### config.mk
export PLATFORM = sky130hd
export DESIGN_NAME = result_sender
export DESIGN_NICKNAME = d
export VERILOG_FILES = /design/src/rtl/result_sender.sv
export SDC_FILE = /design/constraint.sdc
export NUM_CORES = 1
export LEC_CHECK = 0
export BUFFER_PORTS_ARGS = -buffer_cell sky130_fd_sc_hd__buf_2
export CORE_MARGIN = 4
export CORE_UTILIZATION = 45
export CTS_CLUSTER_SIZE = 40
export DETAILED_ROUTE_END_ITERATION = 6
export PLACE_DENSITY = 0.67
export SLEW_MARGIN = 5
export SYNTH_ARGS = -nofsm -noshare
export SYNTH_HDL_FRONTEND = slang
export SYNTH_SLANG_ARGS = --single-unit
### constraint.sdc
create_clock -name clk -period 8.3 [get_ports clk]
set_input_delay 0.415 -clock clk [delete_from_list [all_inputs] [get_ports clk]]
set_output_delay 0.415 -clock clk [all_outputs]
set_load 0.02 [all_outputs]
### src/rtl/result_sender.sv
`timescale 1ns/1ps
`default_nettype none
// ============================================================================
//  Module   : result_sender
//  Purpose  : Serialises one 38-byte result frame to a byte-wide UART
//             transmitter. The frame is made up of a sync byte, 32 hash bytes
//             and 4 nonce bytes, each sent LSB-byte first, followed by an XOR
//             checksum of bytes 1..36. Every byte has its own tx_done timeout.
//  Ports    : clk             - system clock, rising edge
//             rst_i           - asynchronous active-low reset
//             start           - one-cycle frame request (honoured only in IDLE)
//             best_hash       - 256-bit hash, captured when the frame starts
//             best_hash_nonce - 32-bit nonce, captured when the frame starts
//             tx_active       - transmitter busy; holds off the byte strobe
//             tx_done         - transmitter byte-complete strobe
//             tx_dv           - byte-valid strobe to the transmitter
//             tx_byte         - byte presented to the transmitter
//             busy            - high while a frame is being handled
//             done            - one-cycle pulse after the last byte
//             error           - one-cycle pulse on a per-byte timeout abort
//             byte_index      - index of the byte in flight, 0..37
//  Revision : 1.0 - initial release
// ============================================================================
module result_sender #(
  parameter logic [7:0]  SYNC_BYTE      = 8'hA5,
  parameter logic [31:0] TIMEOUT_CYCLES = 32'd100_000
) (
  input  logic         clk,
  input  logic         rst_i,
  input  logic         start,
  input  logic [255:0] best_hash,
  input  logic [31:0]  best_hash_nonce,
  input  logic         tx_active,
  input  logic         tx_done,
  output logic         tx_dv,
  output logic [7:0]   tx_byte,
  output logic         busy,
  output logic         done,
  output logic         error,
  output logic [5:0]   byte_index
);

  localparam logic [5:0] c_LAST_IDX = 6'd37;

  typedef enum logic [2:0] {
    S_IDLE  = 3'd0,
    S_SEND  = 3'd1,
    S_WAIT  = 3'd2,
    S_DONE  = 3'd3,
    S_ABORT = 3'd4
  } state_t;

  state_t         state_q;
  logic [255:0]   hash_q;
  logic [31:0]    nonce_q;
  logic [7:0]     chk_q;
  logic [7:0]     tx_byte_q;
  logic [5:0]     idx_q;
  logic [31:0]    tout_q;
  logic           busy_q;
  logic           done_q;
  logic           error_q;

  logic [5:0]     next_idx_d;
  logic [7:0]     next_byte_d;
  logic [31:0]    tout_inc_d;

  // The byte for index idx_q+1 is hash byte idx_q (for 1..32) or nonce byte
  // idx_q-32 (for 33..36), so the current index doubles as the byte selector.
  // For index 37 the running checksum already contains byte 36.
  always_comb begin
    next_idx_d = idx_q + 6'd1;
    tout_inc_d = tout_q + 32'd1;
    if (next_idx_d <= 6'd32) begin
      next_byte_d = hash_q[{idx_q[4:0], 3'b000} +: 8];
    end else if (next_idx_d <= 6'd36) begin
      next_byte_d = nonce_q[{idx_q[1:0], 3'b000} +: 8];
    end else begin
      next_byte_d = chk_q;
    end
  end

  // The strobe reacts to tx_active in the same cycle so that it fires on the
  // very cycle the transmitter frees up; it also drops as soon as the state
  // register is reset.
  assign tx_dv      = (state_q == S_SEND) && !tx_active;
  assign tx_byte    = tx_byte_q;
  assign busy       = busy_q;
  assign done       = done_q;
  assign error      = error_q;
  assign byte_index = idx_q;

  always_ff @(posedge clk or negedge rst_i) begin
    if (!rst_i) begin
      state_q   <= S_IDLE;
      hash_q    <= '0;
      nonce_q   <= '0;
      chk_q     <= '0;
      tx_byte_q <= '0;
      idx_q     <= '0;
      tout_q    <= '0;
      busy_q    <= 1'b0;
      done_q    <= 1'b0;
      error_q   <= 1'b0;
    end else begin
      case (state_q)
        S_IDLE: begin
          if (start) begin
            hash_q    <= best_hash;
            nonce_q   <= best_hash_nonce;
            chk_q     <= '0;
            idx_q     <= '0;
            tout_q    <= '0;
            tx_byte_q <= SYNC_BYTE;
            busy_q    <= 1'b1;
            state_q   <= S_SEND;
          end
        end

        S_SEND: begin
          if (!tx_active) begin
            // Sync byte and the checksum itself stay out of the checksum.
            if ((idx_q != 6'd0) && (idx_q != c_LAST_IDX)) begin
              chk_q <= chk_q ^ tx_byte_q;
            end
            tout_q  <= '0;
            state_q <= S_WAIT;
          end
        end

        S_WAIT: begin
          if (tx_done) begin
            if (idx_q == c_LAST_IDX) begin
              idx_q   <= '0;
              done_q  <= 1'b1;
              state_q <= S_DONE;
            end else begin
              idx_q     <= next_idx_d;
              tx_byte_q <= next_byte_d;
              state_q   <= S_SEND;
            end
          end else if (tout_inc_d >= TIMEOUT_CYCLES) begin
            idx_q   <= '0;
            error_q <= 1'b1;
            state_q <= S_ABORT;
          end else begin
            tout_q <= tout_inc_d;
          end
        end

        S_DONE, S_ABORT: begin
          done_q    <= 1'b0;
          error_q   <= 1'b0;
          busy_q    <= 1'b0;
          tx_byte_q <= '0;
          state_q   <= S_IDLE;
        end

        default: begin
          done_q    <= 1'b0;
          error_q   <= 1'b0;
          busy_q    <= 1'b0;
          idx_q     <= '0;
          tx_byte_q <= '0;
          state_q   <= S_IDLE;
        end
      endcase
    end
  end

endmodule
`default_nettype wire

==> results.sh <==
export IMPL_status="finished with violations"
export IMPL_failed_checks="max-slew violations"
export IMPL_pin_count=311
export IMPL_internal_power_uw=5095
export IMPL_overflow=0
export IMPL_crit_path_max_fanout=55
export IMPL_async_reset_ff_frac=1.000
export IMPL_cts_buffers=40
export IMPL_antenna_found_initial=17
export IMPL_layout_common_cells="dfrtp_1, buf_2, mux2_2"
export IMPL_tightest_slew_ns=1.532
export IMPL_mostFrequentLayoutCell="dfrtp_1"
export IMPL_grt_pass1_wl_um=65650
export IMPL_multi_input_area_um2=7393
export IMPL_fin_crit_sh=0.4619
export IMPL_first_global_vias=11200
export IMPL_met1Wirelength_um=18630
export IMPL_synth_nets=1476
export IMPL_vias=10910
export IMPL_critPathMaxStageDelay_ns=1.15
export IMPL_tns_ns=0
export IMPL_yosysUniqueCellTypes=52
export IMPL_setup_viol_count_final=0
export IMPL_grt_use_total=0.2157
export IMPL_synth_edf_count=0
export IMPL_min_path_type="input port to register"
export IMPL_fmax_mhz=260.8
export IMPL_synth_cell_area_um2=16460
export IMPL_ctsRootBufferMaster="clkbuf_16"
export IMPL_start_util=0.4593
export IMPL_met2_wirelength_um=20730
export IMPL_clkPwrFrac=0.246
export IMPL_path_buf_inv=1
export IMPL_synth_seq_cells=348
export IMPL_skew_ns=0.02284
export IMPL_period_minus_slack_ns=3.834
export IMPL_dr_wl_met3_um=2527
export IMPL_post_drt_wl_per_cell_um=21.95
export IMPL_core_um2=35830
export IMPL_first_iter_violations=682
export IMPL_rsz0062_at_grt="no"
export IMPL_yosysWarnings=0
export IMPL_insertion_delay_ns=0.56
export IMPL_post_route_drc_count=0
export IMPL_htree_num_levels=2
export IMPL_chipHeight_um=199.2
export IMPL_synth_yosys_seq_area_share=0.5292
export IMPL_gp_congestion=0.8845
export IMPL_synthFlopType="dfrtp_1"
export IMPL_endpoint_kind="register"
export IMPL_hold_viol=0
export IMPL_timing_hold_ws_ns=0.08293
export IMPL_p_switching_uw=2224
export IMPL_synth_top_area_share=0.5292
export IMPL_p_sw_frac=0.3038
export IMPL_area_growth_pct=20.09
export IMPL_cts_path_max_buffers=3
export IMPL_netlist_instances=1178
export IMPL_viasPerCell=5.577
export IMPL_hpwl_um=30550
export IMPL_critPathKind="register to register"
export IMPL_cts_hold_buf=1
export IMPL_relSlewSlack=-0.02107
export IMPL_path_cells="buf_4 -> and3_1 -> nand3_1 -> xor2_1 -> a21oi_1 -> mux2_2 -> nand2_1 -> a22o_1"
export IMPL_routed_wl_um=42930
export IMPL_slowest_stage="dfrtp_4"
export IMPL_synth_top_area_cell="dfrtp_1"
export IMPL_pwr_share_seq=0.412
export IMPL_io_buffers=310
export IMPL_p_leak_uw=0.008510
export IMPL_cp_start_kind="register"
export IMPL_cts_sinks=348
export IMPL_fin_util=0.5516
export IMPL_cts_resized=0
export IMPL_layout_area_seq_um2=8717
export IMPL_worstPathRequired_ns=8.78
export IMPL_grt_max_degree=208
export IMPL_peakVddDrop_uv=253.3
export IMPL_dr_pass1_iters=6
export IMPL_synthTopCellsByArea="dfrtp_1, mux2_2, mux4_2"
export IMPL_top_layer="met5"
export IMPL_power_per_cell_area_nw_per_um2=370.4
export IMPL_cp_data_arrival_time_ns=4.32
export IMPL_drv_cap=0
export IMPL_clk_pin_slew_ns=0.06
export IMPL_layout_drive_gt1_share=0.5199
export IMPL_die_w_um=199.2
export IMPL_postCtsSetupBuffers=0
export IMPL_avgSynthCellArea_um2=13.97
export IMPL_rows=69
export IMPL_combPwrFrac=0.343
export IMPL_nNetsFinal=1752
export IMPL_drv_slew=49
export IMPL_ant_nets=0
export IMPL_fillers=2973
export IMPL_die_area_um2=39690
export IMPL_cts_tree="yes"
export IMPL_cpLargestDelayFamily="flip-flops"
cell families (layout without fill, tap and decap cells):
| group | after synthesis | after routing | share of synthesized area |
|---|---|---|---|
| AO/OA/AOI/OAI | 89 | 89 | 0.03551 |
| XOR/XNOR | 13 | 13 | 0.006919 |
| adder cells (fa/ha/maj) | 5 | 5 | 0.003802 |
| buffers and inverters | 92 | 397 | 0.02213 |
| flip-flops | 348 | 348 | 0.5292 |
| multiplexers | 391 | 391 | 0.3269 |
| other | 0 | 12 | 0 |
| AND/OR/NAND/NOR | 240 | 240 | 0.07550 |
Yosys cell counts, drive strengths merged, types with 6 or more instances:
cell type	number
nand2	65
and3	6
o21ai	18
a31oi	8
nor2	43
inv	7
nor4	9
xor2	11
nor3	14
nand4	18
nand3	38
a21oi	23
a22o	9
mux4	88
and2	15
clkbuf	67
buf	18
mux2i	11
or4	6
nor2b	6
dfrtp	348
mux2	292
area by class of cell:
| cell class | instances | area share |
|---|---|---|
| Sequential cell | 348 | 0.4411 |
| Multi-Input combinational cell | 738 | 0.3741 |
| Timing Repair Buffer | 319 | 0.08383 |
| Clock buffer | 64 | 0.06230 |
| Tap cell | 461 | 0.02919 |
| Clock inverter | 7 | 0.006585 |
| Antenna cell | 12 | 0.001520 |
| Inverter | 7 | 0.001330 |
power groups by stage:
stage / Clock [µW] / Combinational (µW) / Sequential (µW)
after floorplan: 0 / 2030 / 2780
after global placement: 0 / 2460 / 3010
after detailed placement: 0 / 2520 / 3040
after CTS: 1840 / 2530 / 3020
after global routing: 1910 / 2700 / 3120
final: 1800 / 2510 / 3010
layer usage:
layer / vias to the layer above / global-route usage
met1: 5518 / 0.3075
met3: 69 / 0.04148
met5: - / 0
li1: 4975 / -
met2: 336 / 0.3357
met4: 10 / 0.07371
metrics by stage:
step / power [µW] / cell area (µm²) / setup slack, ns / cells
4_1_cts: 7391 / 19730 / 4.342 / 1944
6_report: 7319 / 19760 / 4.466 / 1956
3_5_place_dp: 5559 / 18360 / 4.361 / 1872
2_1_floorplan: 4811 / 16460 / 5.106 / 1178
3_3_place_gp: 5473 / 18360 / 4.390 / 1872
5_1_grt: 7743 / 19760 / 4.032 / 1955
flip-flops by register name, indices dropped and copies added (netlist names):
| name | flops |
|---|---|
| busy | 1 |
| byte_index | 6 |
| chk_q | 8 |
| done | 1 |
| error | 1 |
| hash_q | 256 |
| nonce_q | 32 |
| state_q | 3 |
| tout_q | 32 |
| tx_byte | 8 |
final timing paths:
kind	depth (start not counted)	endpoint	slack [ns]	startpoint
min reg2reg	1	hash_q[96]$_DFFE_PN0P_	0.50	hash_q[96]$_DFFE_PN0P_
min	2	hash_q[122]$_DFFE_PN0P_	0.08	best_hash[122]
max reg2reg	8	tx_byte[5]$_DFFE_PN0P_	4.47	byte_index[0]$_DFFE_PN0P_
min in group asynchronous	2	hash_q[73]$_DFFE_PN0P_	0.55	rst_i
max in group asynchronous	3	byte_index[0]$_DFFE_PN0P_	6.28	rst_i
max	8	tx_byte[5]$_DFFE_PN0P_	4.47	byte_index[0]$_DFFE_PN0P_
Power figures use the tool's default switching activity.
